`src/rtl/reg_pipe_elastic.sv`:
```
// reg_pipe_elastic: DEPTH-stage elastic register pipeline with a per-stage
// valid bit, a valid/ready handshake on both sides, bubble collapsing, a
// global freeze (enable), a synchronous flush and a registered occupancy count.
module reg_pipe_elastic #(
    parameter int               WIDTH     = 8,
    parameter int               DEPTH     = 4,
    parameter logic [WIDTH-1:0] RESET_VAL = '0
) (
    input  logic                       clk,
    input  logic                       reset,
    input  logic                       enable,
    input  logic                       flush,
    input  logic                       in_valid,
    output logic                       in_ready,
    input  logic [WIDTH-1:0]           in_data,
    output logic                       out_valid,
    input  logic                       out_ready,
    output logic [WIDTH-1:0]           out_data,
    output logic [$clog2(DEPTH+1)-1:0] count
);

    localparam int CW = $clog2(DEPTH + 1);

    // Stage state: index 0 is the input side, DEPTH-1 drives the output.
    logic [DEPTH-1:0] v_reg;
    logic [DEPTH-1:0] v_next;
    logic [WIDTH-1:0] d_reg  [DEPTH];
    logic [WIDTH-1:0] d_next [DEPTH];
    logic [CW-1:0]    count_reg;
    logic [CW-1:0]    count_next;

    // r[i] = stage i can take a new word this cycle; r[DEPTH] is the sink.
    logic [DEPTH:0]   r;
    // Source of each stage: the upstream port for stage 0, else the stage before.
    logic [DEPTH-1:0] src_v;
    logic [WIDTH-1:0] src_d [DEPTH];

    logic go;
    logic in_xfer;
    logic out_xfer;

    // Transfers only happen while running and not flushing.
    assign go = enable & ~flush;

    // Ready chain from the sink back to stage 0: a stage accepts when it is
    // empty or its own word is leaving, which is what collapses bubbles.
    always_comb begin
        r        = '0;
        r[DEPTH] = out_ready;
        for (int i = DEPTH - 1; i >= 0; i--) begin
            r[i] = ~v_reg[i] | r[i + 1];
        end
    end

    // Route each stage's source: stage 0 sees the input port.
    always_comb begin
        src_v[0] = in_valid;
        src_d[0] = in_data;
        for (int i = 1; i < DEPTH; i++) begin
            src_v[i] = v_reg[i - 1];
            src_d[i] = d_reg[i - 1];
        end
    end

    // Per-stage next state. Flush clears valids but leaves data alone; data
    // only loads from a valid source so stale words never overwrite good ones.
    generate
        for (genvar gi = 0; gi < DEPTH; gi++) begin : g_stage
            assign v_next[gi] = flush ? 1'b0
                              : ((enable & r[gi]) ? src_v[gi] : v_reg[gi]);
            assign d_next[gi] = (go & r[gi] & src_v[gi]) ? src_d[gi] : d_reg[gi];
        end
    endgenerate

    // Handshake outputs; out_data is deliberately left ungated.
    assign in_ready  = go & r[0];
    assign out_valid = go & v_reg[DEPTH - 1];
    assign out_data  = d_reg[DEPTH - 1];
    assign count     = count_reg;

    assign in_xfer  = in_valid & in_ready;
    assign out_xfer = out_valid & out_ready;

    // Occupancy tracks the handshakes; a simultaneous push and pop cancels.
    always_comb begin
        count_next = count_reg;
        if (flush) begin
            count_next = '0;
        end else if (in_xfer & ~out_xfer) begin
            count_next = count_reg + CW'(1);
        end else if (~in_xfer & out_xfer) begin
            count_next = count_reg - CW'(1);
        end
    end

    // State registers with asynchronous reset to the empty pipeline.
    always_ff @(posedge clk or posedge reset) begin
        if (reset) begin
            v_reg     <= '0;
            count_reg <= '0;
            for (int i = 0; i < DEPTH; i++) begin
                d_reg[i] <= RESET_VAL;
            end
        end else begin
            v_reg     <= v_next;
            count_reg <= count_next;
            for (int i = 0; i < DEPTH; i++) begin
                d_reg[i] <= d_next[i];
            end
        end
    end

endmodule

```
`config.mk`:
```
export PLATFORM = sky130hd
export DESIGN_NAME = reg_pipe_elastic
export DESIGN_NICKNAME = d
export VERILOG_FILES = /design/src/rtl/reg_pipe_elastic.sv
export SDC_FILE = /design/constraint.sdc
export NUM_CORES = 1
export LEC_CHECK = 0
export BUFFER_PORTS_ARGS = -buffer_cell sky130_fd_sc_hd__buf_2
export CORE_MARGIN = 2
export CORE_UTILIZATION = 50
export DETAILED_ROUTE_END_ITERATION = 10
export GPL_TIMING_DRIVEN = 0
export PLACE_DENSITY = 0.76
export REMOVE_ABC_BUFFERS = 1
export SETUP_SLACK_MARGIN = 0.2
export SKIP_CTS_REPAIR_TIMING = 1
export SYNTH_ARGS = -nofsm -noshare
export SYNTH_HDL_FRONTEND = slang
export SYNTH_SLANG_ARGS = --single-unit
```
`constraint.sdc`:
```
create_clock -name clk -period 2.3 [get_ports clk]
set_input_delay 0.23 -clock clk [delete_from_list [all_inputs] [get_ports clk]]
set_output_delay 0.23 -clock clk [all_outputs]
set_load 0.02 [all_outputs]
```
==> flow_metrics.py, run 1 <==
metrics = {
    "logic_synthesis": {
        "netlist-cell-type-count": 33,
        "ys_seq_elements": 39,
        "postSynthCellCount": 135,
        "post_synth.cell_area_avg_um2": 14.1,
        "syn_warnings": 0,
        "yosysSeqAreaShare": 0.511,
        "netlist_area_before_placement_mm2": 0.00191,
    },
    "layout": {
        "commonest_non_fill_non_tap_cell_in_the_layout": "sky130_fd_sc_hd__dfrtp_1",
        "layout_cell_share_with_drive_strength_beyond_1": 0.535,
        "area_delta_synth_final_pct": 12.3,
        "layout_common_cells": "36 x sky130_fd_sc_hd__dfrtp_1, 26 x sky130_fd_sc_hd__buf_2, 24 x sky130_fd_sc_hd__mux2_4",
        "fin_cells": 205,
        "antenna_cells": 0,
        "largest_register_ff_count": 24,
        "layout_nets": 171,
    },
    "floorplanning": {
        "io_pins": 27,
        "die_w_um": 65.8,
        "die_height_um": 65.8,
        "placement_rows": 22,
        "overall_die_area_mm2": 0.00433,
        "initial_utilization": 0.522,
        "core_region_area_mm2": 0.00366,
    },
    "placed_design": {
        "place_hpwl_um": 2120,
        "dp_cells": 194,
        "gp_congestion": 0.771,
        "preCtsSetupSlack_ns": -0.123,
        "placement.io_buffers": 26,
    },
    "global_route": {
        "grt.total_usage": 0.167,
        "grt_pass1_wl_um": 5260,
        "grt_start_max_net_pins": 40,
        "residual_overflow_from_global_routing": 0,
        "grt_antenna_before_repair": 0,
        "first_global_vias": 1113,
    },
    "power_and_ir_drop": {
        "power-per-cell-area_mw_per_mm2": 852,
        "static-leakage-power_uw": 0.00105,
        "ir_drop_mv": 0.336,
    },
    "setup_path": {
        "rrSetupSlack_ns": 0.31,
        "worstPathCellList": "nand3_1, o211a_4, a21boi_1, fa_2, a311o_1, a211oi_1",
        "cp.arrival_ns": 2.19,
        "worst_setup_path_start_kind": "register",
        "cp_data_required_time_ns": 2.51,
        "worst_r2r_path_depth": 6,
        "worstSetupPathType": "reg2reg",
        "rr_endpoint": "count[2]",
        "crit_path_top_delay_cell": "sky130_fd_sc_hd__dfrtp_2",
        "worstSetupEndpointType": "register",
        "worstReg2RegStart": "v_reg[2]",
        "cp_top_family": "compound AO/OA/AOI/OAI gates",
        "cp_slowest_stage_delay_ns": 0.42,
        "timing.critical_path.fanout_max": 7,
        "critical_path.n_buffers_inverters": 0,
    },
    "route": {
        "avgViaCountPerCell": 5.32,
        "route.final.wire_length_um": 3020,
        "routed-via-count": 1090,
        "post_drt_wl_per_cell_um": 14.7,
        "antenna_left": 0,
        "drcViolationCount": 0,
        "drt_iter0_markers": 31,
        "drt_first_pass_iters": 4,
    },
    "clock_network": {
        "clk_latency_ns": 0.30,
        "clk_root_buffer_cell": "sky130_fd_sc_hd__clkbuf_8",
        "cts_max_level": 2,
        "cts-root-to-sink-buffers": 2,
        "total_clock_sinks": 39,
        "clock_transition_at_path_regs_ns": 0.08,
        "cts_buffers": 5,
        "tritoncts": "yes",
    },
    "sta": {
        "fin_ws_ns": 0.313,
        "clock.fmax_ghz": 0.503,
        "timing_max_transition_violations_final": 0,
        "clock_skew_ns": 0.00643,
        "relSlewSlack": 0.478,
        "grt_setup_unrepaired": "no",
        "finalWorstPathRequiredPeriod_ns": 1.99,
        "hold-worst-slack_ns": 0.0737,
        "finalSetupViolCount": 0,
        "number_of_failing_hold_endpoints_at_the_final_stage": 0,
        "timing.final.crit_share": 0.864,
        "tightest_slew_ns": 0.781,
    },
    "outcome": {
        "run_status": "finished clean",
    },
    "min_path": {
        "min_path_type": "in2async",
    },
    "flow_run": {
        "cap_viol_max_count": 0,
    },
}
## synthesized netlist by cell type
master                     count  share of area
sky130_fd_sc_hd__nand4b_1      1         0.0046
sky130_fd_sc_hd__and3b_1       2         0.0092
sky130_fd_sc_hd__o21a_1        1         0.0039
sky130_fd_sc_hd__dfrtp_1      39           0.51
sky130_fd_sc_hd__o21ai_0       1         0.0026
sky130_fd_sc_hd__nor2_1        6          0.012
sky130_fd_sc_hd__nand3_1       2         0.0052
sky130_fd_sc_hd__a31oi_1       1         0.0033
sky130_fd_sc_hd__nand2_1       3         0.0059
sky130_fd_sc_hd__a22oi_1       1         0.0039
sky130_fd_sc_hd__a21oi_1       2         0.0052
sky130_fd_sc_hd__buf_2         1         0.0026
sky130_fd_sc_hd__and3_1        2         0.0066
sky130_fd_sc_hd__and3_2        1         0.0039
sky130_fd_sc_hd__and2_1        2         0.0066
sky130_fd_sc_hd__a211oi_2      1         0.0066
sky130_fd_sc_hd__inv_1         5         0.0098
sky130_fd_sc_hd__o21ba_2       1         0.0052
sky130_fd_sc_hd__o22ai_1       1         0.0033
sky130_fd_sc_hd__mux2_2       10          0.059
sky130_fd_sc_hd__a21bo_2       2          0.010
sky130_fd_sc_hd__o211a_1       2          0.010
sky130_fd_sc_hd__nor2b_4       1         0.0072
sky130_fd_sc_hd__a211oi_1      1         0.0039
sky130_fd_sc_hd__and4b_1       1         0.0052
sky130_fd_sc_hd__fa_1          1          0.010
sky130_fd_sc_hd__buf_6         5          0.029
sky130_fd_sc_hd__a311o_1       1         0.0052
sky130_fd_sc_hd__buf_4         9          0.035
sky130_fd_sc_hd__a21boi_0      2         0.0079
sky130_fd_sc_hd__mux2_4       24           0.19
sky130_fd_sc_hd__nand3b_1      2         0.0079
sky130_fd_sc_hd__nand2b_4      1         0.0072
## logic make-up after synthesis
logic type	share of synthesized area
fa+ha+maj	0.0105
buf+inv	0.0773
simple gates	0.0813
compound gates	0.0721
flops	0.511
mux	0.248
## through the flow
| stage | total power [µW] | util | TNS (ns) | instance area (µm²) |
|---|---|---|---|---|
| 2_1_floorplan | 1080 | - | 0 | 1780 |
| 3_3_place_gp | 1140 | 0.538 | 0 | 1970 |
| 3_5_place_dp | 1160 | 0.538 | -0.123 | 1970 |
| 4_1_cts | 1840 | 0.576 | -0.106 | 2110 |
| 5_1_grt | 1910 | 0.585 | 0 | 2140 |
| 6_report | 1830 | 0.585 | 0 | 2140 |
## per-layer routing
layer	vias to the layer above	routed length (µm)	track usage
met4	0	88	0.107
met2	29	1490	0.269
met3	7	124	0.0477
met1	550	1310	0.195
li1	504	-	-
met5	-	0	0
## worst reg2reg max path, stage by stage, from the launching register on
cell,delay (ns)
sky130_fd_sc_hd__dfrtp_2,0.42
sky130_fd_sc_hd__nand3_1,0.14
sky130_fd_sc_hd__o211a_4,0.29
sky130_fd_sc_hd__a21boi_1,0.14
sky130_fd_sc_hd__fa_2,0.38
sky130_fd_sc_hd__a311o_1,0.33
sky130_fd_sc_hd__a211oi_1,0.19
## power breakdown
| part | leakage [µW] | internal, µW | switching, µW |
|---|---|---|---|
| Combinational | 0.000484 | 183 | 94.3 |
| Clock | 0.0000644 | 432 | 248 |
| Sequential | 0.000503 | 800 | 68.1 |
## layout make-up
cell class              count  area (µm²)
clock buffers               5        68.8
clock inverters             3        67.6
fillers                   279        1520
inverters                   5        18.8
multi-input cells          76         796
flip-flops and latches     39         980
well taps                  48        60.1
repair buffers             29         153
## worst max-delay path by stage
| stage | from | end | slack [ns] | depth (start not counted) |
|---|---|---|---|---|
| 2_1_floorplan | v_reg[3] | count[2] | 0.22 | 6 |
| 3_3_place_gp | enable | count[2] | 0.03 | 8 |
| 3_5_place_dp | enable | count[2] | -0.12 | 8 |
| 4_1_cts | v_reg[3] | count[2] | -0.11 | 6 |
| 5_1_grt | v_reg[2] | count[2] | 0.19 | 6 |
| 6_report | v_reg[2] | count[2] | 0.31 | 6 |
Power figures use the tool's default switching activity.
==> run 2, diff against run 1 <==
Settings changed: ABC_AREA set to 1, PLACE_DENSITY 0.76 to 0.77, REMOVE_ABC_BUFFERS 1 to unset.
==> flow_metrics.py, run 2 <==
metrics = {
    "logic_synthesis": {
        "netlist-cell-type-count": 23,
        "post_synth.cell_area_avg_um2": 9.63,
        "syn_warnings": 0,
        "synth-async-reset-ratio": 1.00,
        "netlist_area_before_placement_mm2": 0.00176,
        "yosys-top-cells-area": "sky130_fd_sc_hd__dfrtp_1 55%, sky130_fd_sc_hd__nand2_1 6.6%, sky130_fd_sc_hd__inv_1 5.5%, sky130_fd_sc_hd__a21oi_1 4.5%, sky130_fd_sc_hd__o21ai_0 4.5%",
        "synthMostInstantiatedCell": "sky130_fd_sc_hd__dfrtp_1",
        "ys_seq_elements": 39,
        "netlist_top_cells_count": "39 x sky130_fd_sc_hd__dfrtp_1, 31 x sky130_fd_sc_hd__nand2_1, 26 x sky130_fd_sc_hd__inv_1, 18 x sky130_fd_sc_hd__nor2_1",
        "postSynthNetCount": 198,
        "yosysSeqAreaShare": 0.554,
        "synth_enable_flop_cells": 0,
        "synth_top_area_frac": 0.554,
        "yosysTopAreaCell": "sky130_fd_sc_hd__dfrtp_1",
        "ys_dominant_reg_cell": "sky130_fd_sc_hd__dfrtp_1",
        "postSynthCellCount": 183,
    },
    "floorplanning": {
        "core_region_area_mm2": 0.00336,
        "io_pins": 27,
        "initial_utilization": 0.524,
        "overall_die_area_mm2": 0.00401,
        "placement_rows": 21,
        "die_w_um": 63.4,
        "die_height_um": 63.4,
    },
    "setup_path": {
        "crit_path_top_delay_cell": "sky130_fd_sc_hd__fa_1",
        "worstSetupPathType": "reg2reg",
        "worstSetupEndpointType": "register",
        "cpMostUsedCell": "sky130_fd_sc_hd__nand2_1",
        "worst_setup_path_start_kind": "register",
        "cp_slowest_stage_delay_ns": 0.38,
        "worstPathCellList": "inv_2, nor2_4, nand4_4, nand4_2, inv_1, fa_1, xnor2_1, inv_1, nand2_1, nand2_1, nand2_1, nand2_1",
        "cp.arrival_ns": 2.12,
        "cp_data_required_time_ns": 2.53,
        "timing.critical_path.fanout_max": 6,
    },
    "flow_run": {
        "cap_viol_max_count": 0,
    },
    "min_path": {
        "min_path_type": "in2async",
    },
    "clock_network": {
        "cts_buffers": 5,
        "total_clock_sinks": 39,
        "cts-root-to-sink-buffers": 2,
        "clock_transition_at_path_regs_ns": 0.10,
        "clk_root_buffer_cell": "sky130_fd_sc_hd__clkbuf_4",
        "tritoncts": "yes",
        "cts_max_level": 2,
        "clk_latency_ns": 0.33,
    },
    "global_route": {
        "residual_overflow_from_global_routing": 0,
        "first_global_vias": 1119,
        "grt_start_max_net_pins": 40,
        "grt_antenna_before_repair": 0,
        "grt.total_usage": 0.149,
        "grt_pass1_wl_um": 4730,
    },
    "sta": {
        "clock_skew_ns": 0.00568,
        "clock.fmax_ghz": 0.528,
        "number_of_failing_hold_endpoints_at_the_final_stage": 0,
        "fin_tns_setup_ns": 0,
        "hold-worst-slack_ns": 0.0172,
        "finalSetupViolCount": 0,
        "timing_max_transition_violations_final": 0,
        "finalWorstPathRequiredPeriod_ns": 1.89,
        "timing.final.crit_share": 0.823,
        "grt_setup_unrepaired": "no",
        "tightest_slew_ns": 0.743,
        "relSlewSlack": 0.504,
    },
    "layout": {
        "fill_cells": 323,
        "commonest_non_fill_non_tap_cell_in_the_layout": "sky130_fd_sc_hd__dfrtp_1",
        "layout_common_cells": "39 x sky130_fd_sc_hd__dfrtp_1, 31 x sky130_fd_sc_hd__nand2_1, 26 x sky130_fd_sc_hd__buf_2",
        "antenna_cells": 0,
        "layout_nets": 231,
        "area_delta_synth_final_pct": 14.6,
        "layout_cell_share_with_drive_strength_beyond_1": 0.276,
        "largest_register_ff_count": 24,
    },
    "route": {
        "routed-via-count": 1211,
        "antenna_left": 0,
        "post_drt_wl_per_cell_um": 9.96,
        "drt_iter0_markers": 39,
        "drcViolationCount": 0,
        "drt_first_pass_iters": 4,
        "avgViaCountPerCell": 4.60,
        "route.final.wire_length_um": 2620,
    },
    "power_and_ir_drop": {
        "ir_drop_mv": 0.342,
        "power-per-cell-area_mw_per_mm2": 776,
        "static-leakage-power_uw": 0.00111,
    },
    "placed_design": {
        "placement.io_buffers": 26,
        "place_hpwl_um": 2040,
        "gp_congestion": 0.807,
    },
    "outcome": {
        "run_status": "finished clean",
    },
}
[run 2: changes by cell type in the layout (fill, tap and decap cells not counted), moves of 4 or more]
cell / delta
sky130_fd_sc_hd__a21oi_1: +14
sky130_fd_sc_hd__buf_4: +5
sky130_fd_sc_hd__buf_6: +4
sky130_fd_sc_hd__clkbuf_4: +5
sky130_fd_sc_hd__inv_1: +21
sky130_fd_sc_hd__mux2_2: -10
sky130_fd_sc_hd__mux2_4: -24
sky130_fd_sc_hd__nand2_1: +28
sky130_fd_sc_hd__nand4_1: +5
sky130_fd_sc_hd__nor2_1: +12
sky130_fd_sc_hd__o21ai_0: +15
[run 2: logic make-up after synthesis]
kind of cell / count (synthesis) / synth area share
AO/OA/AOI/OAI: 34 / 0.0980
XOR/XNOR: 1 / 0.00497
flip-flops: 39 / 0.554
adder cells (fa/ha/maj): 1 / 0.0114
buffers and inverters: 41 / 0.124
AND/OR/NAND/NOR: 67 / 0.207
[run 2: final timing paths]
path / from / end / slack (ns) / cells past startpoint
worst max-delay path: v_reg[3] / count[2] / 0.41 / 12
worst min-delay path: reset / out_data[2] / 0.02 / 2
worst max register to register: v_reg[3] / count[2] / 0.41 / 12
worst min register to register: out_data[1] / out_data[1] / 0.49 / 2
max in group asynchronous: reset / d_reg[14] / 1.81 / 2
min in group clk: flush / v_reg[3] / 0.10 / 2
[run 2: worst max-delay path: cells and delay by family, from the launching register on]
family	cells	cell delay [ns]
AND/OR/NAND/NOR	7	0.65
adder cells (fa/ha/maj)	1	0.38
flip-flops	1	0.37
buffers and inverters	3	0.20
XOR/XNOR	1	0.19
[run 2: layer usage]
metal / vias up / GRT usage / wire length, µm
met5: - / 0 / 0
met4: 0 / 0.0652 / 61
met3: 7 / 0.0321 / 104
met2: 24 / 0.247 / 1300
met1: 546 / 0.186 / 1150
li1: 634 / - / -
[run 2: power by group]
part / switching [µW] / internal (µW) / total, µW
Combinational: 181 / 134 / 315
Clock: 193 / 180 / 373
Sequential: 57.4 / 821 / 879
[run 2: metrics by stage]
step | instance area, µm² | worst slack [ns] | instances | utilization | total power (µW)
after floorplan | 1760 | 0.516 | 183 | - | 1120
after global placement | 1950 | 0.349 | 255 | 0.580 | 1190
after detailed placement | 1950 | 0.314 | 255 | 0.580 | 1210
after CTS | 2020 | 0.391 | 263 | 0.600 | 1590
after global routing | 2020 | 0.204 | 263 | 0.600 | 1680
final | 2020 | 0.407 | 263 | 0.600 | 1570
[run 2: layout make-up]
cell class                 instances  area [µm²]  area share
sequential                        39         976       0.484
multi-input combinational        103         567       0.281
timing repair buffer              26         130      0.0645
inverter                          29         114      0.0564
buffer                            12         105      0.0521
clock buffer                       8        68.8      0.0341
tap                               46        57.6      0.0285
==> run 3, diff against run 2 <==
Settings changed: PLACE_DENSITY 0.77 to 0.79.
Clock period 2.3 ns to 1.6 ns, I/O delays scaled along.
==> flow_metrics.py, run 3 (same netlist as run 2, synthesis figures left out) <==
metrics = {
    "outcome": {
        "run_status": "complete, but fails checks",
        "failing_checks": "hold timing, setup timing",
    },
    "setup_path": {
        "cp_slowest_stage_delay_ns": 0.38,
        "cp_top_family": "simple AND/OR/NAND/NOR gates",
        "worst_setup_path_start_kind": "register",
        "cpMostUsedCell": "sky130_fd_sc_hd__nand2_1",
        "cp_data_required_time_ns": 1.84,
        "worstSetupEndpointType": "register",
        "critical_path.n_buffers_inverters": 3,
        "worstPathCellList": "inv_2, nor2_4, nand4_4, nand4_4, inv_2, fa_2, xnor2_2, inv_1, nand2_1, nand2_1, nand2_1, nand2_1",
        "cp.arrival_ns": 1.96,
        "worstSetupPathType": "reg2reg",
        "crit_path_top_delay_cell": "sky130_fd_sc_hd__dfrtp_1",
        "timing.critical_path.fanout_max": 4,
    },
    "route": {
        "antenna_left": 0,
        "avgViaCountPerCell": 4.66,
        "routed-via-count": 1249,
        "route.final.wire_length_um": 2830,
        "drcViolationCount": 0,
        "post_drt_wl_per_cell_um": 10.6,
        "drt_first_pass_iters": 4,
        "drt_iter0_markers": 43,
    },
    "layout": {
        "layout_nets": 236,
        "fill_cells": 296,
        "multi_input_comb_area_um2": 588,
        "register_area_um2": 978,
        "largest_register_ff_count": 24,
        "antenna_cells": 0,
        "area_delta_synth_final_pct": 20.0,
        "layout_common_cells": "37 x sky130_fd_sc_hd__dfrtp_1, 30 x sky130_fd_sc_hd__nand2_1, 25 x sky130_fd_sc_hd__inv_1, 25 x sky130_fd_sc_hd__buf_2, 18 x sky130_fd_sc_hd__nor2_1",
        "layout_cell_share_with_drive_strength_beyond_1": 0.320,
        "commonest_non_fill_non_tap_cell_in_the_layout": "sky130_fd_sc_hd__dfrtp_1",
    },
    "floorplanning": {
        "die_height_um": 63.4,
        "overall_die_area_mm2": 0.00401,
        "io_pins": 27,
        "die_w_um": 63.4,
        "initial_utilization": 0.524,
        "placement_rows": 21,
        "core_region_area_mm2": 0.00336,
    },
    "placed_design": {
        "placement.io_buffers": 26,
        "gp_congestion": 0.777,
        "place_hpwl_um": 2120,
    },
    "clock_network": {
        "total_clock_sinks": 39,
        "cts_max_level": 2,
        "clock_transition_at_path_regs_ns": 0.11,
        "clk_root_buffer_cell": "sky130_fd_sc_hd__clkbuf_4",
        "tritoncts": "yes",
        "cts-root-to-sink-buffers": 2,
        "cts_buffers": 5,
        "clk_latency_ns": 0.34,
    },
    "sta": {
        "clock_skew_ns": 0.00737,
        "finalSetupViolCount": 2,
        "hold-worst-slack_ns": -0.0122,
        "timing_max_transition_violations_final": 0,
        "clock.fmax_ghz": 0.581,
        "grt_setup_unrepaired": "yes",
        "number_of_failing_hold_endpoints_at_the_final_stage": 22,
        "tightest_slew_ns": 0.891,
        "timing.final.crit_share": 1.08,
        "relSlewSlack": 0.405,
        "finalWorstPathRequiredPeriod_ns": 1.72,
        "fin_tns_setup_ns": -0.140,
        "fin_ws_ns": -0.123,
    },
    "flow_run": {
        "cap_viol_max_count": 0,
    },
    "power_and_ir_drop": {
        "ir_drop_mv": 0.864,
        "power-per-cell-area_mw_per_mm2": 1130,
        "static-leakage-power_uw": 0.00114,
        "power.total_uw": 2380,
    },
    "global_route": {
        "grt_start_max_net_pins": 24,
        "grt_pass1_wl_um": 5130,
        "grt.total_usage": 0.166,
        "grt_antenna_before_repair": 0,
        "residual_overflow_from_global_routing": 0,
        "first_global_vias": 1205,
    },
    "min_path": {
        "min_path_type": "in2async",
    },
}
==> run 3: changes by cell type in the layout (fill, tap and decap cells not counted), sizes merged <==
cell,previous run,this run
buf,38,43
clkbuf,8,5
clkinv,1,3
bufinv,0,1
==> run 3: path summary, 6_finish.rpt <==
| check | endpoint | slack, ns | start | cells past startpoint |
|---|---|---|---|---|
| min reg2reg | out_data[3] | 0.50 | out_data[3] | 2 |
| max | count[2] | -0.12 | v_reg[3] | 12 |
| max reg2reg | count[2] | -0.12 | v_reg[3] | 12 |
| max in group asynchronous | v_reg[2] | 1.01 | reset | 2 |
| min in group clk | v_reg[3] | 0.02 | flush | 2 |
| min | v_reg[3] | -0.01 | reset | 2 |
==> run 3: report_power, final <==
part	internal, µW	switching [µW]
clock network	329	312
registers	1180	82.3
logic	209	269
==> run 3: metal layers <==
layer / part of all wire / global-route usage / vias up
li1: - / - / 648
met4: 0.016 / 0.0571 / 0
met3: 0.052 / 0.0661 / 4
met2: 0.48 / 0.261 / 33
met1: 0.45 / 0.209 / 564
met5: 0 / 0 / -
==> run 3: area by class of cell <==
cell class / instances / area share
sequential: 39 / 0.463
multi-input combinational: 103 / 0.278
timing repair buffer: 31 / 0.0899
inverter: 29 / 0.0538
buffer: 12 / 0.0497
tap: 46 / 0.0272
clock inverter: 3 / 0.0207
clock buffer: 5 / 0.0178
==> run 3: through the flow <==
stage,utilization,hold WS (ns),cell area (µm²),cells,worst slack (ns)
floorplan,-,0.256,1780,183,-0.0988
global placement,0.586,0.374,1970,255,-0.202
detailed placement,0.594,0.379,2000,256,-0.255
CTS,0.618,0.00266,2080,264,-0.275
global route,0.629,0.00179,2110,268,-0.276
finish,0.629,-0.0122,2110,268,-0.123
